--- src/rtl/uart_rx.sv ---
// uart_rx: 8N1 asynchronous serial receiver with an oversampled bit clock.
//
// The rx pin is synchronised through two flops. A falling edge on the
// synchronised line starts a frame, and the tick generator is re-phased to
// that edge. Each bit is then sampled near its centre: OVERSAMPLE/2 ticks
// into the start bit, then every OVERSAMPLE ticks after that. Good bytes are
// presented on a valid/ready output register.
//
// Ports:
//   clk        system clock, rising edge
//   rst        synchronous reset, active-high
//   rx         asynchronous serial input, idle high
//   rx_data    received byte, meaningful while rx_valid=1
//   rx_valid   byte available, held until accepted
//   rx_ready   consumer accept (transfer on rx_valid & rx_ready)
//   busy       frame reception in progress (state != IDLE)
//   frame_err  1-clk pulse: stop bit sampled low
//   overrun    1-clk pulse: good byte dropped, output register still full
module uart_rx #(
  parameter int CLOCK      = 50000000,
  parameter int BAUD       = 9600,
  parameter int OVERSAMPLE = 16,
  parameter int DIVISOR    = CLOCK / (BAUD * OVERSAMPLE)
) (
  input  logic       clk,
  input  logic       rst,
  input  logic       rx,
  output logic [7:0] rx_data,
  output logic       rx_valid,
  input  logic       rx_ready,
  output logic       busy,
  output logic       frame_err,
  output logic       overrun
);

  localparam int              SW        = $clog2(OVERSAMPLE);
  localparam logic [15:0]     DIV_LAST  = 16'(DIVISOR - 1);
  localparam logic [SW-1:0]   HALF_LAST = SW'(OVERSAMPLE / 2 - 1);
  localparam logic [SW-1:0]   FULL_LAST = SW'(OVERSAMPLE - 1);

  typedef enum logic [2:0] {
    ST_IDLE,
    ST_START,
    ST_DATA,
    ST_STOP,
    ST_WAIT_HIGH
  } state_t;

  state_t        state;
  logic          rx_sync_p0;
  logic          rx_sync_p1;
  logic [15:0]   tick_cnt;
  logic [SW-1:0] samp_cnt;
  logic [2:0]    bit_idx;
  logic [7:0]    shift_reg;
  logic          tick;
  logic          rxs;
  logic          bit_sample;

  assign rxs        = rx_sync_p1;
  assign tick       = (tick_cnt == DIV_LAST);
  assign bit_sample = (state == ST_DATA) && tick && (samp_cnt == FULL_LAST);

  // Shift register is pure data: it is only ever read after all eight
  // positions of the current frame have been written, so it needs no reset.
  always_ff @(posedge clk) begin
    if (bit_sample) begin
      shift_reg[bit_idx] <= rxs;
    end
  end

  always_ff @(posedge clk) begin
    if (rst) begin
      state      <= ST_IDLE;
      rx_sync_p0 <= 1'b1;
      rx_sync_p1 <= 1'b1;
      tick_cnt   <= '0;
      samp_cnt   <= '0;
      bit_idx    <= '0;
      rx_data    <= '0;
      rx_valid   <= 1'b0;
      busy       <= 1'b0;
      frame_err  <= 1'b0;
      overrun    <= 1'b0;
    end else begin
      // Stage p0/p1: two-flop synchroniser on the asynchronous pin.
      rx_sync_p0 <= rx;
      rx_sync_p1 <= rx_sync_p0;

      frame_err  <= 1'b0;
      overrun    <= 1'b0;
      tick_cnt   <= tick ? 16'd0 : tick_cnt + 16'd1;

      // Plain handshake; a delivery below on the same edge overrides this.
      if (rx_valid && rx_ready) begin
        rx_valid <= 1'b0;
      end

      case (state)
        ST_IDLE: begin
          if (!rxs) begin
            state    <= ST_START;
            busy     <= 1'b1;
            tick_cnt <= '0;
            samp_cnt <= '0;
          end
        end

        ST_START: begin
          if (tick) begin
            if (samp_cnt == HALF_LAST) begin
              if (!rxs) begin
                state    <= ST_DATA;
                samp_cnt <= '0;
                bit_idx  <= '0;
              end else begin
                // Line went back high before mid start bit: glitch.
                state <= ST_IDLE;
                busy  <= 1'b0;
              end
            end else begin
              samp_cnt <= samp_cnt + SW'(1);
            end
          end
        end

        ST_DATA: begin
          if (tick) begin
            if (samp_cnt == FULL_LAST) begin
              samp_cnt <= '0;
              if (bit_idx == 3'd7) begin
                state <= ST_STOP;
              end else begin
                bit_idx <= bit_idx + 3'd1;
              end
            end else begin
              samp_cnt <= samp_cnt + SW'(1);
            end
          end
        end

        ST_STOP: begin
          if (tick) begin
            if (samp_cnt == FULL_LAST) begin
              samp_cnt <= '0;
              if (rxs) begin
                state <= ST_IDLE;
                busy  <= 1'b0;
                // Load when empty, or when the old byte leaves on this edge.
                if (!rx_valid || rx_ready) begin
                  rx_data  <= shift_reg;
                  rx_valid <= 1'b1;
                end else begin
                  overrun <= 1'b1;
                end
              end else begin
                frame_err <= 1'b1;
                state     <= ST_WAIT_HIGH;
              end
            end else begin
              samp_cnt <= samp_cnt + SW'(1);
            end
          end
        end

        ST_WAIT_HIGH: begin
          // Hold off until the line recovers so a break yields one error.
          if (rxs) begin
            state <= ST_IDLE;
            busy  <= 1'b0;
          end
        end

        default: begin
          state <= ST_IDLE;
          busy  <= 1'b0;
        end
      endcase
    end
  end

endmodule

--- config.mk ---
export PLATFORM = sky130hd
export DESIGN_NAME = uart_rx
export DESIGN_NICKNAME = d
export VERILOG_FILES = /design/src/rtl/uart_rx.sv
export SDC_FILE = /design/constraint.sdc
export NUM_CORES = 1
export LEC_CHECK = 0
export CAP_MARGIN = 25
export CORE_UTILIZATION = 58
export DETAILED_ROUTE_END_ITERATION = 10
export GPL_ROUTABILITY_DRIVEN = 1
export PLACE_DENSITY = 0.9
export RECOVER_POWER = 25
export SETUP_SLACK_MARGIN = 0.1
export SLEW_MARGIN = 20
export SYNTH_ARGS = -nofsm -noshare
export SYNTH_HDL_FRONTEND = slang
export SYNTH_SLANG_ARGS = --single-unit
--- constraint.sdc ---
create_clock -name clk -period 2.7 [get_ports clk]
set_input_delay 0.27 -clock clk [delete_from_list [all_inputs] [get_ports clk]]
set_output_delay 0.27 -clock clk [all_outputs]
set_load 0.05 [all_outputs]
* Yosys cells after proc, flatten, opt, wreduce, memory -nomap -nowiden
Cells that the tools add are included.
Word-level totals: register bits after elaboration 48
Cells by class: add/subtract/negate cells 3, bitwise operators 5, equal/unequal tests 20, $lt $le $gt $ge 2, mux-type cells 46, reductions and logical operators 17
Operators with widths (number):
- 2-to-1 mux 16 bit | 3
- 2-to-1 mux 3 bit | 16
- 2-to-1 mux 4 bit | 5
- != test 2 bit (second input constant) | 9
- adder 16 x 1 -> 16 bit (second input constant) | 1
- equality test 16 x 9 -> 1 bit (second input constant) | 1
- 2-to-1 mux 1 bit | 15
- one-hot mux 3 bit (5 select lines) | 1
- one-hot mux 4 bit (3 select lines) | 1
- AND reduction 9 bit | 1
- bitwise mux 8 bit | 1
- AND reduction 7 bit | 1
- equality test 3 x 2 -> 1 bit (second input constant) | 2
- equality test 3 bit (second input constant) | 2
- != test 2 x 1 -> 1 bit (second input constant) | 3
- one-hot mux 3 bit (2 select lines) | 1
- AND reduction 6 bit | 1
- NOT 1 bit | 5
- one-hot mux 1 bit (5 select lines) | 1
- AND reduction 5 bit | 1
- OR reduction 5 bit | 1
- adder 4 x 1 -> 4 bit (second input constant) | 1
- equality test 4 x 3 -> 1 bit (second input constant) | 1
- equality test 4 bit (second input constant) | 1
- 15 further kinds | 18

* Depth between registers and ports, before layout
depth in word-level cells 7, gate-level depth with buffers 8

* Worst setup path after synthesis
Ideal clock, no wire load.
path kind reg-to-reg, start reg bit_idx[0], end reg bit_idx[0], arrival 1.924 ns, buffers on the path 0, period minus slack after synthesis 2.041 ns, library setup time 0.117 ns, required time 2.583 ns, cell stages (with the launch flop) 7, setup slack 0.659 ns, cell sequence dfxtp_1 ha_1 ha_1 or4b_2 a211oi_1 o21ai_1 a32o_1
Between the ends: longest elaborated chain between the ends 5
RTL lines:
- from (decl) | line 54 | logic [2:0] bit_idx;
- from (signal assigned) | line 134 | bit_idx <= bit_idx + 3'd1;
- adder 3 x 1 -> 3 bit | line 134
- 2-to-1 mux 3 bit | line 131 | if (bit_idx == 3'd7) begin
- 2-to-1 mux 3 bit | line 129 | if (samp_cnt == FULL_LAST) begin
- 2-to-1 mux 3 bit | line 128 | if (tick) begin
- one-hot mux 3 bit (2 select lines) | line 99 | case (state)
Parallel ways exist; a longest one is shown, timed or not. The select of a mux whose other input is x is not followed. A chain may end at the register's enable or synchronous reset.

* Worst setup path in the final report
start reg tick_cnt[2], end reg rx_data[3]
Between the ends: longest elaborated chain between the ends 2
RTL lines:
- from (decl) | line 52 | logic [15:0] tick_cnt;
- from (signal assigned) | line 92 | tick_cnt <= tick ? 16'd0 : tick_cnt + 16'd1;
- equality test 16 x 9 -> 1 bit | line 61 | assign tick = (tick_cnt == DIV_LAST);
- AND reduction 5 bit (no line)
- to (signal assigned) | line 151 | rx_data <= shift_reg;
- to (decl) | line 28 | output logic [7:0] rx_data,
Every way passes these cells.

==> reports/qor.txt <==
OUTCOME
------------------------------------------------------------------------------
Outcome                                                              completed

DRT
------------------------------------------------------------------------------
DRT antenna net count                                                        0
Via count normalized by instance count                                   5.669
Overall routed net length                                              4108 um
Via total after detailed routing                                         1,729
Per-cell routed wire length                                           13.47 um
First DRT Iteration DRCs                                                    84
First-pass DRT Iterations                                                    4
DR DRC count                                                                 0

FINAL LAYOUT
------------------------------------------------------------------------------
Antenna Diode Count                                                          0
Area delta synth->final                                                 10.50%
Fill cell instance count of the final layout                               297
Leading cell types in the layout, fill and taps excluded          44 x sky130_fd_sc_hd__nor2_1, 40 x sky130_fd_sc_hd__dfxtp_1, 20 x sky130_fd_sc_hd__nand2_1
Finished Cell Area                                                    2489 um2
Flip-flop count of the largest register after layout                        16
Total number of nets in the final design                                   265
Most common library cell in the layout ignoring fill and taps     sky130_fd_sc_hd__nor2_1
Fraction of final layout cells sized beyond drive strength 1            6.615%

CLOCK NETWORK
------------------------------------------------------------------------------
H-tree depth reported by CTS                                                 2
Clock latency at the later pin of the worst-skew pair                  0.30 ns
Longest Clk Path Bufs                                                        2
Postcts setup bufs                                                           0
Clock buffer count from CTS                                                  5
# resized after CTS                                                          0
Clock root buffer                                                 sky130_fd_sc_hd__clkbuf_8
Post-CTS Hold Buffers                                                        0
Clk slew on worst S/H paths                                            0.08 ns
Total clock sinks                                                           48
CTS tree                                                                   yes

SETUP PATH
------------------------------------------------------------------------------
Worst Setup Start Kind                                               flip-flop
Worst setup slack for register-to-register paths                       0.43 ns
Setup CP Type                                                     flip-flop to flip-flop
Required time of the worst setup path                                  2.84 ns
Critical Path Max Stage Delay                                          0.61 ns
Ordered list of cells on the worst path                           nor4b_4 > nand4_1 > nor3_4 > mux2i_1 > nor2_1
Category of the worst setup path capture point                       flip-flop
Gate family responsible for the most delay along the worst path   simple AND/OR/NAND/NOR gates
Slowest stage cell, crit path                                     sky130_fd_sc_hd__nor3_4
Worst path buffer plus inverter count                                        0
Arrival time of data at the critical path endpoint                     2.41 ns
Largest driver fanout on the critical path                                   8

POWER AND IR DROP
------------------------------------------------------------------------------
Switch Pwr                                                           0.2632 mW
Maximum resistive drop on vdd                                         315.5 uV
Internal power of the cells                                          0.9646 mW
Fraction of power spent switching nets                                  21.43%
Areal power density over the cells                                493.3 nW/um2
Standby leakage power                                                0.8576 nW
Power share of the combinational group                                    4.4%
Share of power burned in registers                                       60.6%
Power Total                                                           1.228 mW
Clock share of power                                                     34.9%

LOGIC SYNTHESIS
------------------------------------------------------------------------------
Sequential cell area fraction in the yosys report                       46.22%
Share of flip-flops with an asynchronous set or reset                       0%
Post-synth cell types                                                       47
Post-synth top flop                                               sky130_fd_sc_hd__dfxtp_1
Post-Syn Nets                                                              252
Warnings from Yosys                                                          0
Cells after Synth                                                          243
Cell area after technology mapping                                    2252 um2
Mean post-synth cell area                                            9.268 um2
Number of enable-type register cells in the synthesized netlist              8
Yosys reg bits                                                              48

STA
------------------------------------------------------------------------------
Period utilisation layout                                               84.08%
Final hold violation count                                                   0
Min Clock Period, post-route                                          2.270 ns
Post-Route Setup TNS                                                      0 ns
Actual slew at the worst max-slew pin                                 1.086 ns
Normalized max-slew margin                                              27.61%
Max Transition Viols Final                                                   0
Timing-limited maximum frequency                                     440.5 MHz
Setup violation total in the final timing report                             0
Setup repair after global routing missed its margin                         no
Worst Hold Slack                                                     0.4163 ns
Worst Clk Skew                                                     0.007507 ns

DIE
------------------------------------------------------------------------------
Top Ports                                                                   16
Vertical die dimension                                                64.32 um
Die area                                                              4136 um2
Starting density of the core                                            61.06%
Die width                                                             64.32 um
Area of the core                                                      3689 um2
Row cnt                                                                     22

RUN
------------------------------------------------------------------------------
Max capacitance violation total                                              0

PLACE
------------------------------------------------------------------------------
Final RePlAce weighted congestion                                       0.8449
Buffers on Ports                                                            15
Post-placement cell area                                              2417 um2
DPL Wire Length                                                        2871 um

GRT
------------------------------------------------------------------------------
Tot GR Track Use                                                        23.39%
Overflow left after global routing                                           0
Largest net degree at the start of global routing                           26
Global-route wire length before repair                                 7300 um
Number of global-route vias before repair                                1,543
Antenna violations before repair                                             0

WORST HOLD PATH
------------------------------------------------------------------------------
Type of the tightest min-delay check                              flip-flop to flip-flop

## Yosys cell counts, drive strengths merged (4+ instances only)
library cell / number / area (um2)
a21oi: 7 / 35.03
clkbuf: 8 / 40.04
dfxtp: 40 / 800.8
edfxtp: 8 / 240.2
ha: 5 / 62.56
inv: 7 / 26.28
mux2i: 10 / 100.1
nand2: 20 / 75.07
nand2b: 4 / 25.02
nand3: 13 / 65.06
nand4: 4 / 40.04
nor2: 44 / 165.2
nor3: 12 / 71.32
o21ai: 7 / 35.03
xnor2: 5 / 43.79
xor2: 10 / 87.58
## power by group through the flow
stage                     logic [mW]  clock network (mW)  registers [mW]
after floorplan               0.0428                   0           0.760
after global placement        0.0554                   0           0.761
after detailed placement      0.0567                   0           0.761
after CTS                     0.0574               0.440           0.744
after global routing          0.0612               0.471           0.747
final                         0.0545               0.429           0.745
## per-layer routing
metal,GRT usage (%),vias up,share of wire [%],routed length [um]
met1,31.75,793,47,1916
met2,34.74,44,47,1934
li1,-,885,-,-
met5,0,-,0,0
met3,5.893,7,4.9,203
met4,10.83,0,1.3,53
## cell type report
cell class	instances	area [um2]	area share [%]
Multi-Input combinational cell	178	1117	44.90
Sequential cell	48	1041	41.83
Timing Repair Buffer	16	153.9	6.184
Clock buffer	8	90.09	3.620
Tap cell	48	60.06	2.413
Inverter	7	26.28	1.056
## cell families (layout without fill, tap and decap cells)
family,count (synthesis),in the layout,share of synthesized area (%)
xor+xnor,15,15,5.833
buf+inv,17,31,3.500
compound gates,31,31,9.112
simple gates,117,117,28.11
flops,48,48,46.22
mux,10,10,4.445
fa+ha+maj,5,5,2.778
## worst paths after layout
kind / startpoint / end / cells after the start
setup / recovery: tick_cnt[2] / rx_data[3] / 5
hold / removal: rx_sync_p0 / rx_sync_p1 / 1
setup reg to reg: tick_cnt[2] / rx_data[3] / 5
hold reg to reg: rx_sync_p0 / rx_sync_p1 / 1
## per-stage QoR
| step | util [%] | setup slack [ns] | instances |
|---|---|---|---|
| after floorplan | - | 0.6591 | 243 |
| after global placement | 65.54 | 0.5990 | 297 |
| after detailed placement | 65.54 | 0.5395 | 297 |
| after CTS | 67.98 | 0.5231 | 305 |
| after global routing | 67.47 | 0.2240 | 305 |
| final | 67.47 | 0.4298 | 305 |
(Power assumes the default switching activity.)
==> RTL edit 1: new RTL, config.mk and constraints unchanged <==
Compare `samp_cnt` against `HALF_LAST` with >= in place of ==.
--- a/src/rtl/uart_rx.sv
+++ b/src/rtl/uart_rx.sv
@@ -108,7 +108,7 @@
 
         ST_START: begin
           if (tick) begin
-            if (samp_cnt == HALF_LAST) begin
+            if (samp_cnt >= HALF_LAST) begin
               if (!rxs) begin
                 state    <= ST_DATA;
                 samp_cnt <= '0;
Check against the original RTL: no difference found for any inputs over 10 cycles, from zero or initial values and one cycle with rst high; that may be too few to reach the edited logic, so the function may still have changed.
==> RTL edit 1 against the original RTL <==
Largest cell class unchanged. Area after synthesis grew 1.0%. Non-clock buffer count is 1 higher. Sequential cell count did not move. Via count rose by 0.40%. Count of clock-buffer cells in the layout down 3. Cell area grew 2.9%. Worst setup slack better by 0.073 ns. Routed wire length up 0.93%. Global-route usage is 1.2 points lower.
Power is not compared: it rests on default switching activity, and its combinational part moved more than twofold at a synthesized area within 25%.
==> RTL edit 1: results (changes against the original RTL) <==
- Share of layout cells above drive strength 1: 0.0618 (-0.00437)
- Fraction of area in multi-input gates: 0.453 (+0.00438)
- Xor-xnor portion of the synthesized cell area: 0.0501 (-0.00828)
- Sequential area share after synthesis: 0.458 (-0.00458)
- Compound-cell area share of the yosys netlist: 0.107 (+0.0161)
- Via/cell ratio: 5.65 (-0.25%)
- Fillers: 298 (+0.34%)
- First-pass GRT wire length: 6.96 mm (-4.6%)
- Routed WL: 4.15 mm (+0.93%)
- Final hold slack: 0.408 ns (-0.00803 ns)
- Synth cell types: 41 (-13%)
- Pre-CTS WS: 0.651 ns (+0.111 ns)
- Multi-input gates: 179 (+0.56%)
- Worst-path fanout max: 7 (-1)
- Worst setup path end: state[0]
- GP Congestion: 0.915 (+8.2%)
- GRT Resource Usage Total: 0.222 (-0.0121)
- Clock skew: 0.00701 ns (-0.000494 ns)
- Status: finished, final reports clean
- Synthesized netlist net count: 251 (-0.40%)
- Final nets: 267 (+0.75%)
- DP HPWL: 2.82 mm (-1.8%)
- Synth top cells by count: 40 x dfxtp_1, 30 x nor2_1, 27 x nand2b_1
- Signal buffers: 17 (+1)
- Clkbuf count: 5 (-3)
- Reg2Reg Depth: 7 (+2)
- Top area cells in the synthesized netlist: dfxtp_1 35%, edfxtp_1 11%, nand2b_1 7.4%
-- RTL edit 1: routing by layer --
layer | global-route usage | up-vias | share of wire
met3 | 0.0440 | 15 | 0.029
met4 | 0.136 | 0 | 0.032
li1 | - | 884 | -
met1 | 0.278 | 806 | 0.47
met5 | 0 | - | 0
met2 | 0.350 | 31 | 0.46
-- RTL edit 1: cells by family after synthesis --
family	after synthesis
buffers and inverters	15
AND/OR/NAND/NOR	115
XOR/XNOR	13
multiplexers	10
flip-flops	48
adder cells (fa/ha/maj)	5
AO/OA/AOI/OAI	36
-- RTL edit 1: worst max-delay path, cell delays in order, from the launching register on --
cell     delay, ns
dfxtp_1       0.36
inv_1         0.07
ha_1          0.14
and4b_1       0.20
nand4_1       0.32
o211a_1       0.38
or4_1         0.48
a21oi_1       0.16
==> RTL edit 2: new RTL, same flow settings <==
Made on the original files. Change the parameter `OVERSAMPLE` from 16 to 32.
--- a/src/rtl/uart_rx.sv
+++ b/src/rtl/uart_rx.sv
@@ -19,7 +19,7 @@
 module uart_rx #(
   parameter int CLOCK      = 50000000,
   parameter int BAUD       = 9600,
-  parameter int OVERSAMPLE = 16,
+  parameter int OVERSAMPLE = 32,
   parameter int DIVISOR    = CLOCK / (BAUD * OVERSAMPLE)
 ) (
   input  logic       clk,
Behaviour: same outputs for any inputs over 10 cycles, from zero or initial values and one cycle with rst high; that may be too few to reach the edited logic, so the function may still have changed.
==> RTL edit 2 against the original RTL <==
Cell area is 7.3% higher. Worst setup slack worse by 0.0073 ns. Routed wire length is 26% higher. Sequential cell count is 1 higher. Worst hold slack better by 0.0051 ns. Total power is 9.3% higher. Area after synthesis is 7.1% higher.
==> RTL edit 2: results (changes against the original RTL) <==
- Worst Path Arrival: 2.51 ns (+0.10 ns)
- Reg2Reg Depth: 7 (+2)
- GRT Resource Usage Total: 0.256 (+0.0225)
- Worst setup path class: reg2reg
- Worst R2R Start: samp_cnt[0]
- 1st-pass router iterations: 7 (+3)
- Drt wl/cell: 15.8 um (+18%)
- Synthesized netlist net count: 277 (+9.9%)
- Fillers: 320 (+7.7%)
- Pre-CTS WS: 0.472 ns (-0.0671 ns)
- Clock skew: 0.0125 ns (+0.00497 ns)
- Post-DP Area: 2560 um^2 (+6.0%)
- Period utilization: 0.844 (+0.00272)
- Vias in the first global route: 1792 (+16%)
- First-pass GRT wire length: 8.58 mm (+18%)
- Number of H-tree levels: 2 (unchanged)
- Worst reg2reg path endpoint: samp_cnt[0]
- Max VDD drop: 0.370 mV (+17%)
- Leak pwr: 0.910 nW (+6.1%)
- 1st-iter DRT viols: 142 (+69%)
- Clk slew on worst S/H paths: 0.09 ns
- Largest net degree at the start of global routing: 22 (-15%)
- Combinational power: 0.0000551 W (+1%)
- Post-cts resize count: 0 (unchanged)
- Internal: 0.00105 W (+8.5%)
- DP HPWL: 3.38 mm (+18%)
- Power share of the clock group: 0.390 (+0.041)
- Syn Area/Cell: 9.07 um^2 (-2.2%)
- Status: finished, final reports clean
- Top area cells in the synthesized netlist: dfxtp_1 34%, edfxtp_1 10%, nor2_1 4.5%
- Share of layout cells above drive strength 1: 0.0580 (-0.00818)
- Synth cell types: 51 (+8.5%)
- Via/cell ratio: 6.17 (+8.9%)
- Placed Instances: 318 (+7.1%)
- GP Congestion: 0.891 (+5.5%)
==> RTL edit 2: cell families after synthesis <==
logic type                 Yosys count  synth area share
adders and majority gates            7            0.0363
and+or+nand+nor                    121             0.285
muxes                                3            0.0124
buffers and inverters               20            0.0399
AOI/OAI and AO/OA                   52             0.136
DFF                                 49             0.440
xor gates and xnor gates            14            0.0508
==> RTL edit 2: cell type report <==
| type | instances | area, um^2 | area share |
|---|---|---|---|
| tap | 50 | 62.6 | 0.0234 |
| timing repair buffer | 17 | 161 | 0.0604 |
| clock buffer | 5 | 68.8 | 0.0258 |
| inverter | 5 | 18.8 | 0.00703 |
| multi-input combinational | 197 | 1250 | 0.470 |
| sequential | 49 | 1060 | 0.397 |
| clock inverter | 3 | 43.8 | 0.0164 |
==> RTL edit 2: worst min-delay path by stage <==
stage | slack, ns | endpoint
finish | 0.42 | rx_sync_p1
global route | 0.43 | rx_sync_p1
CTS | 0.42 | rx_sync_p1
detailed placement | 0.40 | rx_sync_p1
global placement | 0.39 | rx_sync_p1
floorplan | 0.37 | rx_sync_p0
==> RTL edit 2: critical path, stage by stage, from the launching register on <==
cell      delay [ns]
dfxtp_1         0.35
ha_1            0.23
and3_1          0.21
ha_1            0.26
or3b_1          0.39
a211oi_1        0.45
o211ai_1        0.17
o21ai_1         0.16
==> RTL edit 2: through the flow <==
stage                util  total power [W]
global placement    0.641         0.000834
detailed placement  0.641         0.000835
finish              0.668          0.00134
CTS                 0.669          0.00135
floorplan               -         0.000817
global route        0.668          0.00138
==> RTL edit 2: routing by layer <==
metal	part of all wire	vias up	GRT usage
li1	-	991	-
met1	0.46	926	0.349
met2	0.46	84	0.401
met3	0.064	11	0.0514
met4	0.015	0	0.0931
met5	0	-	0
